### src/rtl/div_if.sv
// ---------------------------------------------------------------------------
// div_if -- operand / result bundle between the execute stage and the divider
//
// Signals
//   signed_div_i  1   1 = two's-complement division, 0 = unsigned
//   opdata1_i     32  dividend
//   opdata2_i     32  divisor
//   start_i       1   request, held high until ready_o is seen
//   annul_i       1   abort the current operation (only with DIV_ANNUL_EN)
//   result_o      64  {remainder, quotient}
//   ready_o       1   result_o valid
//
// Modports
//   master  execute stage side (drives operands and request)
//   slave   divider side (drives result and ready)
//
// Build option: DIV_ANNUL_EN adds the annul_i signal.
// ---------------------------------------------------------------------------
interface div_if;
  logic        signed_div_i;
  logic [31:0] opdata1_i;
  logic [31:0] opdata2_i;
  logic        start_i;
`ifdef DIV_ANNUL_EN
  logic        annul_i;
`endif
  logic [63:0] result_o;
  logic        ready_o;

  modport master (
    output signed_div_i,
    output opdata1_i,
    output opdata2_i,
    output start_i,
`ifdef DIV_ANNUL_EN
    output annul_i,
`endif
    input  result_o,
    input  ready_o
  );

  modport slave (
    input  signed_div_i,
    input  opdata1_i,
    input  opdata2_i,
    input  start_i,
`ifdef DIV_ANNUL_EN
    input  annul_i,
`endif
    output result_o,
    output ready_o
  );
endinterface

### src/rtl/div.sv
// ---------------------------------------------------------------------------
// div -- 32-bit multi-cycle divider (restoring shift-subtract)
//
// One quotient bit per cycle, MSB first; a request is accepted from FREE and
// the result appears 32 cycles later (or one cycle later for a zero divisor,
// which returns 0). The result is held while start_i stays high and cleared
// when the requester drops start_i.
//
// Ports
//   clk   rising-edge clock for all state
//   rst   synchronous active-low reset
//   bus   div_if.slave: operands, start/annul request, result/ready
//
// Build option: DIV_ANNUL_EN enables annul_i (abort from ON/BYZERO, and
// blocks acceptance in FREE). Without it every operation runs to END.
// ---------------------------------------------------------------------------
module div (
  input  logic clk,
  input  logic rst,
  div_if.slave bus
);

  typedef enum logic [1:0] {
    FREE   = 2'd0,
    BYZERO = 2'd1,
    ON     = 2'd2,
    END    = 2'd3
  } state_t;

  state_t      r_state,    w_state_nxt;
  logic [4:0]  r_cnt,      w_cnt_nxt;
  logic [31:0] r_dividend, w_dividend_nxt;  // shifts out dividend, shifts in quotient
  logic [31:0] r_divisor,  w_divisor_nxt;
  logic [31:0] r_rem,      w_rem_nxt;
  logic        r_neg_q,    w_neg_q_nxt;
  logic        r_neg_r,    w_neg_r_nxt;
  logic [63:0] r_result,   w_result_nxt;
  logic        r_ready,    w_ready_nxt;

  logic        w_annul;
  logic        w_op1_neg;
  logic        w_op2_neg;
  logic [31:0] w_mag1;
  logic [31:0] w_mag2;
  logic [32:0] w_partial;
  logic [32:0] w_diff;
  logic        w_fits;
  logic [31:0] w_q_step;
  logic [31:0] w_rem_step;

`ifdef DIV_ANNUL_EN
  assign w_annul = bus.annul_i;
`else
  assign w_annul = 1'b0;
`endif

  // Operand magnitudes, only meaningful on the acceptance edge.
  assign w_op1_neg = bus.signed_div_i & bus.opdata1_i[31];
  assign w_op2_neg = bus.signed_div_i & bus.opdata2_i[31];
  assign w_mag1    = w_op1_neg ? (~bus.opdata1_i + 32'd1) : bus.opdata1_i;
  assign w_mag2    = w_op2_neg ? (~bus.opdata2_i + 32'd1) : bus.opdata2_i;

  // One restoring step. The partial remainder is always below 2*divisor, so
  // bit 32 of the 33-bit difference is set exactly when the subtract borrows.
  assign w_partial  = {r_rem, r_dividend[31]};
  assign w_diff     = w_partial - {1'b0, r_divisor};
  assign w_fits     = ~w_diff[32];
  assign w_q_step   = {r_dividend[30:0], w_fits};
  assign w_rem_step = w_fits ? w_diff[31:0] : w_partial[31:0];

  always_comb begin
    // NOTE: every next-state value gets a hold default first so no path
    // through the case leaves a variable unassigned (which would infer a latch).
    w_state_nxt    = r_state;
    w_cnt_nxt      = r_cnt;
    w_dividend_nxt = r_dividend;
    w_divisor_nxt  = r_divisor;
    w_rem_nxt      = r_rem;
    w_neg_q_nxt    = r_neg_q;
    w_neg_r_nxt    = r_neg_r;
    w_result_nxt   = r_result;
    w_ready_nxt    = r_ready;

    unique case (r_state)
      FREE: begin
        w_result_nxt = 64'd0;
        w_ready_nxt  = 1'b0;
        if (bus.start_i && !w_annul) begin
          if (bus.opdata2_i == 32'd0) begin
            w_state_nxt = BYZERO;
          end else begin
            w_state_nxt    = ON;
            w_cnt_nxt      = 5'd0;
            w_dividend_nxt = w_mag1;
            w_divisor_nxt  = w_mag2;
            w_rem_nxt      = 32'd0;
            // Sign mode is latched here so later input changes are ignored.
            w_neg_q_nxt    = w_op1_neg ^ w_op2_neg;
            w_neg_r_nxt    = w_op1_neg;
          end
        end
      end

      BYZERO: begin
        w_result_nxt = 64'd0;
        if (w_annul) begin
          w_state_nxt = FREE;
          w_ready_nxt = 1'b0;
        end else begin
          w_state_nxt = END;
          w_ready_nxt = 1'b1;
        end
      end

      ON: begin
        if (w_annul) begin
          w_state_nxt  = FREE;
          w_ready_nxt  = 1'b0;
          w_result_nxt = 64'd0;
        end else begin
          w_dividend_nxt = w_q_step;
          w_rem_nxt      = w_rem_step;
          w_cnt_nxt      = r_cnt + 5'd1;
          if (r_cnt == 5'd31) begin
            w_state_nxt  = END;
            w_ready_nxt  = 1'b1;
            w_result_nxt = {(r_neg_r ? (~w_rem_step + 32'd1) : w_rem_step),
                            (r_neg_q ? (~w_q_step   + 32'd1) : w_q_step)};
          end
        end
      end

      END: begin
        if (!bus.start_i) begin
          w_state_nxt  = FREE;
          w_ready_nxt  = 1'b0;
          w_result_nxt = 64'd0;
        end
      end

      default: begin
        w_state_nxt  = FREE;
        w_ready_nxt  = 1'b0;
        w_result_nxt = 64'd0;
      end
    endcase
  end

  // NOTE: sequential state uses non-blocking assignments so every register
  // samples the pre-edge values regardless of statement order.
  always_ff @(posedge clk) begin
    if (!rst) begin
      // NOTE: the datapath registers are reset too, not just the control
      // state, so an aborted operation leaves no stale operands behind.
      r_state    <= FREE;
      r_cnt      <= 5'd0;
      r_dividend <= 32'd0;
      r_divisor  <= 32'd0;
      r_rem      <= 32'd0;
      r_neg_q    <= 1'b0;
      r_neg_r    <= 1'b0;
      r_result   <= 64'd0;
      r_ready    <= 1'b0;
    end else begin
      r_state    <= w_state_nxt;
      r_cnt      <= w_cnt_nxt;
      r_dividend <= w_dividend_nxt;
      r_divisor  <= w_divisor_nxt;
      r_rem      <= w_rem_nxt;
      r_neg_q    <= w_neg_q_nxt;
      r_neg_r    <= w_neg_r_nxt;
      r_result   <= w_result_nxt;
      r_ready    <= w_ready_nxt;
    end
  end

  assign bus.result_o = r_result;
  assign bus.ready_o  = r_ready;

endmodule
### src/flat_wrapper.sv
// flat-port wrapper written by rule: the top's interface ports become plain ports
module div_flat 
  (clk, rst, bus_signed_div_i, bus_opdata1_i, bus_opdata2_i, bus_start_i, bus_result_o, bus_ready_o);
  div_if bus_i ();
  input  logic clk;
  input  logic rst;
  input wire logic [$bits(bus_i.signed_div_i)-1:0] bus_signed_div_i;
  input wire logic [$bits(bus_i.opdata1_i)-1:0] bus_opdata1_i;
  input wire logic [$bits(bus_i.opdata2_i)-1:0] bus_opdata2_i;
  input wire logic [$bits(bus_i.start_i)-1:0] bus_start_i;
  output wire logic [$bits(bus_i.result_o)-1:0] bus_result_o;
  output wire logic [$bits(bus_i.ready_o)-1:0] bus_ready_o;
  assign bus_i.signed_div_i = bus_signed_div_i;
  assign bus_i.opdata1_i = bus_opdata1_i;
  assign bus_i.opdata2_i = bus_opdata2_i;
  assign bus_i.start_i = bus_start_i;
  assign bus_result_o = bus_i.result_o;
  assign bus_ready_o = bus_i.ready_o;
  div u_core (.clk(clk), .rst(rst), .bus(bus_i));
endmodule
### config.mk
export PLATFORM = sky130hd
export DESIGN_NAME = div_flat
export DESIGN_NICKNAME = d
export VERILOG_FILES = /design/src/rtl/div_if.sv /design/src/rtl/div.sv /design/src/flat_wrapper.sv
export SDC_FILE = /design/constraint.sdc
export NUM_CORES = 1
export LEC_CHECK = 0
export BUFFER_PORTS_ARGS = -buffer_cell sky130_fd_sc_hd__buf_2
export CAP_MARGIN = 15
export CORE_MARGIN = 2
export CORE_UTILIZATION = 54
export DETAILED_ROUTE_END_ITERATION = 10
export PLACE_DENSITY = 0.78
export SLEW_MARGIN = 20
export SYNTH_ARGS = -nofsm -noshare
export SYNTH_HDL_FRONTEND = slang
export SYNTH_SLANG_ARGS = --single-unit
### constraint.sdc
create_clock -name clk -period 4.3 [get_ports clk]
set_input_delay 0.86 -clock clk [delete_from_list [all_inputs] [get_ports clk]]
set_output_delay 0.86 -clock clk [all_outputs]
set_load 0.05 [all_outputs]
==> results of run 1 <==
[power by group]
part           total (mW)  internal [mW]  switching [mW]
clock                1.61          0.795           0.811
sequential           2.02           1.79           0.229
combinational        3.17           1.09            2.08
[critical path, stage by stage, from the launching register on]
cell and delay [ps]:
dfxtp_2 320, inv_1 50, ha_1 160, inv_2 50, fa_2 390, a211oi_2 260
o211ai_1 210, nand3_1 180, a211oi_2 100, o21a_1 230, nor2_4 170, inv_2 90
nor2_1 140, a21oi_2 60, ha_2 190, nand2_2 110, nor3_4 60, buf_4 140
and3_1 160, a21oi_1 280, o21ai_0 180, xnor2_1 370, o21ai_0 130
[registers in the layout, summed over array words and instances, names as in the netlist]
register and cells:
u_core.r_neg_r 1, u_core.r_neg_q 1, u_core.r_cnt 5, u_core.bus.ready_o 1, u_core.bus.result_o 64, u_core.r_rem 32, u_core.r_dividend 32, u_core.r_state 2
u_core.r_divisor 32
[through the flow]
stage / TNS (ps) / hold slack (ps) / std cells / setup WS, ps
finish: 0 / 448 / 1967 / 143
global route: -119 / 477 / 1967 / -95.2
CTS: 0 / 450 / 1965 / 15.9
detailed placement: -73.8 / 438 / 1931 / -45.0
global placement: 0 / 428 / 1931 / 121
floorplan: 0 / 432 / 1555 / 17.4
[cells by family (layout without fill, tap and decap cells)]
| group | Yosys count | count (layout) |
|---|---|---|
| AO/OA/AOI/OAI | 439 | 439 |
| XOR/XNOR | 137 | 137 |
| adder cells (fa/ha/maj) | 42 | 42 |
| buffers and inverters | 148 | 285 |
| flip-flops | 170 | 170 |
| multiplexers | 20 | 20 |
| AND/OR/NAND/NOR | 599 | 599 |
[path summary, 6_finish.rpt]
| kind | endpoint | slack, ps | start |
|---|---|---|---|
| hold / removal | u_core.bus.result_o[59] | 450 | u_core.bus.result_o[59] |
| hold reg to reg | u_core.bus.result_o[59] | 450 | u_core.bus.result_o[59] |
| setup reg to reg | u_core.bus.result_o[48] | 140 | u_core.r_dividend[31] |
| setup / recovery | u_core.bus.result_o[48] | 140 | u_core.r_dividend[31] |
[repair_timing]
action | 4_1_cts | 5_1_grt
buffers inserted | 2 | 2
pin swaps | 2 | 10
endpoints found under the setup margin | 3 | 14
gates resized for setup | 1 | 16
hold buffers | 0 | 0
[cell usage in the layout, fill, tap and decap left out, types with 12 or more instances in the layout]
cell type  synthesis  final
o21ai_0           94     94
a211oi_1          37     35
nor2_1           163    162
or3_1             29     29
dfxtp_1          170    168
o31ai_1           21     21
nand3_1           43     43
inv_1             59     56
nand2b_1          12     12
mux2i_1           16     15
buf_4              5     59
nor4_1            24     23
ha_1              41     39
xnor2_1           80     80
nand2_1          213    212
a21oi_1          132    130
a22oi_1           38     38
nor3_1            52     49
clkbuf_16          0     17
buf_2             19    132
xor2_1            57     57
[per-layer routing]
layer  share of wire  vias up  routed length, um
li1                -     5821                  -
met1            0.47     5659              17000
met2            0.40      657              14600
met3            0.12       58               4240
met4           0.018        0                659
met5               0        -                  0
[cell type report]
| cell class | count | area, sq um |
|---|---|---|
| Timing Repair Buffer | 194 | 1160 |
| Fill cell | 1899 | 7610 |
| Inverter | 59 | 223 |
| Clock buffer | 17 | 425 |
| Clock inverter | 15 | 193 |
| Tap cell | 275 | 344 |
| Multi-Input combinational cell | 1237 | 7660 |
| Sequential cell | 170 | 3410 |
==> flow_metrics.py, run 1 <==
metrics = {
    "setup_path": {
        "crit_path_start_kind": "flip-flop",
        "setup.worst_path.class": "reg2reg",
        "path_max_fanout": 4,
        "end_kind": "flip-flop",
        "cp.arrival_ps": 4480,
        "r2r_cells": 22,
        "critPathRequiredTime_ps": 4620,
    },
    "layout": {
        "final_util": 0.638,
        "syn2layout_area_growth_pct": 16.0,
        "final_nets": 1789,
        "design_area_sq_mm": 0.0134,
        "diodes": 0,
        "drive_above_1_share": 0.165,
    },
    "drt": {
        "drcViolationCount": 0,
        "antenna_left": 0,
        "wl_per_cell_um": 18.6,
        "drtPass1Iterations": 5,
        "drt-total-wl_um": 36500,
        "dr.first_iter.drc_count": 1386,
        "vias": 12200,
        "via_per_inst": 6.20,
    },
    "clocking": {
        "clk_path_buf_depth": 2,
        "numCtsBuffers": 17,
        "clkTransAtPathRegs_ps": 70,
        "cts_tree": "yes",
        "h-tree-depth": 4,
        "cts_root_buffer": "clkbuf_16",
        "clkLatencyLatePin_ps": 450,
        "cts.sinks": 170,
    },
    "grt": {
        "grt_max_degree": 70,
        "grt_pass1_wl_um": 56900,
        "gr-usage-met3": 0.0691,
        "met2_usage": 0.442,
        "grt_pass1_vias": 10600,
        "grt_util_met1": 0.494,
        "track_usage": 0.319,
        "antenna_found_initial": 0,
        "grt.overflow.total": 0,
        "busiest_layer": "met1",
    },
    "logic_synthesis": {
        "synth_fp_nets": 1665,
        "synth_top_family_by_area": "compound AO/OA/AOI/OAI gates",
        "ys_seq_area_frac": 0.294,
        "synth_compound_area_frac": 0.248,
        "avgSynthCellArea_sq_um": 7.43,
        "ys_types": 75,
        "ys.flop_type": "dfxtp_1",
        "synth_edf_count": 0,
        "yosysMostFrequentCell": "nand2_1",
        "synthAdderAreaFrac": 0.0461,
        "synth-seq-cells": 170,
        "synth-simple-area-share": 0.238,
        "synthArstFlopShare": 0,
        "synth_area_leaders": "dfxtp_1, nand2_1, xnor2_1, a21oi_1, nor2_1",
        "synth_common_cells": "nand2_1, dfxtp_1, nor2_1",
        "yosysWarnings": 0,
        "synth_top_area_frac": 0.294,
        "synth-xor-area-share": 0.104,
        "synth_mux_area_frac": 0.0178,
        "synth_top_area_cell": "dfxtp_1",
        "synth_cells": 1555,
        "synth_area_sq_mm": 0.0116,
    },
    "power": {
        "p_leak_nw": 5.50,
        "totalPowerFinal_mw": 6.79,
        "ir_drop_uv": 372,
        "power.density_mw_per_mm2": 507,
    },
    "placement": {
        "postPlaceCellArea_sq_mm": 0.0127,
        "port_buffers": 132,
        "gp_congestion": 0.937,
        "dp_hpwl_um": 27300,
    },
    "die": {
        "fp.dieW_um": 150,
        "ioPinCount": 133,
        "core_sq_mm": 0.0210,
        "start_util": 0.550,
        "num_rows": 53,
        "die-area_sq_mm": 0.0226,
        "die_h_um": 150,
    },
    "sta": {
        "fmax_mhz": 241,
        "final_hold_viol_count": 0,
        "maxSlewHeadroom": 0.247,
        "clock-skew-final_ps": 9.57,
        "post-route-period-util": 0.967,
        "tightest_slew_ps": 1130,
        "fin_crit_ps": 4160,
        "rsz0062_at_grt": "true",
        "finalMaxSlewViolations": 0,
        "setup_viol": 0,
    },
    "hold_path": {
        "hold_path_depth": 2,
        "hold_path.class": "reg2reg",
    },
    "flow_run": {
        "drv_cap": 0,
    },
    "run_status": {
        "outcome": "complete, no violations",
    },
}
(Power assumes the default switching activity.)
==> inputs of run 2 (changes only) <==
Settings changed: BUFFER_PORTS_ARGS -buffer_cell sky130_fd_sc_hd__buf_2 to not set, CORE_UTILIZATION 54 to 59, DONT_BUFFER_PORTS set to 1, HOLD_SLACK_MARGIN set to 0.12.
==> run 2 against run 1 <==
Highest routed layer unchanged. Non-clock buffer count fell by 122. Die area fell by 8.3%. Utilization rose by 2.3 points. Clock skew rose by 0.90 ps. Cell count fell by 6.8%. First-iteration DRC count fell by 3.8%. Sequential share of layout area rose by 1.2 points. Largest power group unchanged. Sequential cell count did not move. Total power fell by 2.3%. Critical path depth fell by 2. Worst hold slack improved by 16 ps. Register-to-register slack improved by 40 ps.
==> flow_metrics.py, run 2 (same netlist as run 1, synthesis figures left out) <==
metrics = {
    "sta": {
        "setup_viol": 0,
        "timing.hold.ws_ps": 464,
        "maxSlewHeadroom": 0.220,
        "clock-skew-final_ps": 10.5,
        "final_hold_viol_count": 0,
        "fmax_mhz": 243,
        "finalMaxSlewViolations": 0,
        "setup_tns_ps": 0,
        "worst_slack_ps": 186,
        "fin_crit_ps": 4110,
        "post-route-period-util": 0.957,
        "tightest_slew_ps": 1170,
    },
    "die": {
        "fp.dieW_um": 144,
        "die_h_um": 144,
        "start_util": 0.598,
        "die-area_sq_mm": 0.0207,
        "core_sq_mm": 0.0193,
        "num_rows": 51,
        "ioPinCount": 133,
    },
    "grt": {
        "antenna_found_initial": 0,
        "met2_usage": 0.464,
        "track_usage": 0.335,
        "grt_pass1_vias": 10200,
        "gr-usage-met3": 0.0830,
        "grt.overflow.total": 0,
        "grt_max_degree": 102,
        "grt_util_met1": 0.511,
        "grt_pass1_wl_um": 54500,
        "busiest_layer": "met1",
    },
    "placement": {
        "port_buffers": 0,
        "preCtsSetupSlack_ps": 108,
        "dp_hpwl_um": 27000,
        "gp_congestion": 0.978,
        "postPlaceCellArea_sq_mm": 0.0121,
    },
    "clocking": {
        "clkTransAtPathRegs_ps": 70,
        "cts_root_buffer": "clkbuf_16",
        "clkLatencyLatePin_ps": 440,
        "post_cts_hold_buffer_count": 0,
        "h-tree-depth": 4,
        "numCtsBuffers": 17,
        "cts_tree": "yes",
        "clk_path_buf_depth": 2,
        "cts.sinks": 170,
    },
    "layout": {
        "seq_area_sq_mm": 0.00340,
        "design_area_sq_mm": 0.0128,
        "diodes": 0,
        "final_nets": 1667,
        "largest_reg_flops": 64,
        "multiInputGateArea_sq_mm": 0.00769,
        "layout_common_cells": "nand2_1, dfxtp_1, nor2_1",
        "final_common_cell": "nand2_1",
        "syn2layout_area_growth_pct": 10.5,
        "fill_cells": 1756,
        "drive_above_1_share": 0.102,
    },
    "setup_path": {
        "r2r_cells": 20,
        "cp.arrival_ps": 4450,
        "setup.worst_path.class": "reg2reg",
        "max_stage_delay_ps": 380,
        "cp_cell_sequence": "inv_1 > ha_2 > nand4_1 > nor4_4 > buf_4 > a32oi_2 > a211oi_2 > o21a_1 > nor2_4 > inv_2 > nor2_1 > a21oi_2 > ha_1 > o2111ai_1 > nor3_2 > a41oi_2 > nor4b_2 > buf_4 > o21ai_0 > a32o_1",
        "cpMostUsedCell": "buf_4",
        "rrSetupSlack_ps": 190,
        "path_max_fanout": 5,
        "critPathRequiredTime_ps": 4630,
        "crit_path_start_kind": "flip-flop",
        "r2r_end": "u_core.bus.result_o[58]",
        "crit_slowest_cell": "ha_2",
        "reg2reg_from": "u_core.r_divisor[12]",
        "end_kind": "flip-flop",
    },
    "hold_path": {
        "hold_end": "u_core.r_divisor[31]",
        "hold_path.class": "reg2reg",
        "hold_path_depth": 2,
        "min-delay-start": "u_core.r_divisor[31]",
    },
    "power": {
        "ir_drop_uv": 331,
        "totalPowerFinal_mw": 6.64,
        "p_leak_nw": 4.90,
        "power.density_mw_per_mm2": 520,
    },
    "drt": {
        "drcViolationCount": 0,
        "wl_per_cell_um": 19.4,
        "antenna_left": 0,
        "via_per_inst": 6.36,
        "dr.first_iter.drc_count": 1334,
        "drtPass1Iterations": 6,
        "drt-total-wl_um": 35600,
        "vias": 11700,
    },
    "flow_run": {
        "drv_cap": 0,
    },
    "run_status": {
        "outcome": "complete, no violations",
    },
}
-- run 2: worst max-delay path by stage --
stage	endpoint	slack (ps)	startpoint	cells past startpoint
floorplan	u_core.bus.result_o[58]	20	u_core.r_dividend[31]	21
global placement	u_core.bus.result_o[18]	260	u_core.r_dividend[31]	20
detailed placement	u_core.bus.result_o[58]	110	u_core.r_divisor[0]	19
CTS	u_core.bus.result_o[18]	50	u_core.r_divisor[0]	19
global route	u_core.bus.result_o[60]	-90	u_core.r_divisor[12]	20
finish	u_core.bus.result_o[58]	190	u_core.r_divisor[12]	20
-- run 2: layer usage --
layer  share of wire  vias up
li1                -     5568
met1            0.46     5424
met2            0.40      606
met3            0.12       62
met4           0.018        0
met5               0        -
-- run 2: power by group --
| group | internal (mW) | switching, mW |
|---|---|---|
| clock network | 0.762 | 0.727 |
| logic | 1.07 | 1.94 |
| registers | 1.79 | 0.354 |
-- run 2: critical path, delay by kind of cell (launching register included) --
| kind | cells | cell delay [ps] |
|---|---|---|
| compound gates | 8 | 1390 |
| fa+ha+maj | 2 | 600 |
| buf+inv | 4 | 490 |
| simple gates | 6 | 1230 |
| flops | 1 | 310 |
-- run 2: stage by stage --
step                      utilization  instances
after floorplan                     -       1555
after global placement          0.624       1799
after detailed placement        0.624       1799
after CTS                       0.653       1830
after global routing            0.661       1834
final                           0.661       1834
-- run 2: cell type report --
type                            instances  share of cell area
Clock buffer                           17              0.0333
Clock inverter                         14             0.00999
Inverter                               59              0.0174
Multi-Input combinational cell       1237               0.602
Sequential cell                       170               0.266
Tap cell                              265              0.0260
Timing Repair Buffer                   72              0.0449
-- run 2: repair_timing --
item,in CTS,in global routing
hold endpoints to repair,0,0
setup endpoints to repair,0,19
setup buffers,0,4
gates resized for setup,0,26
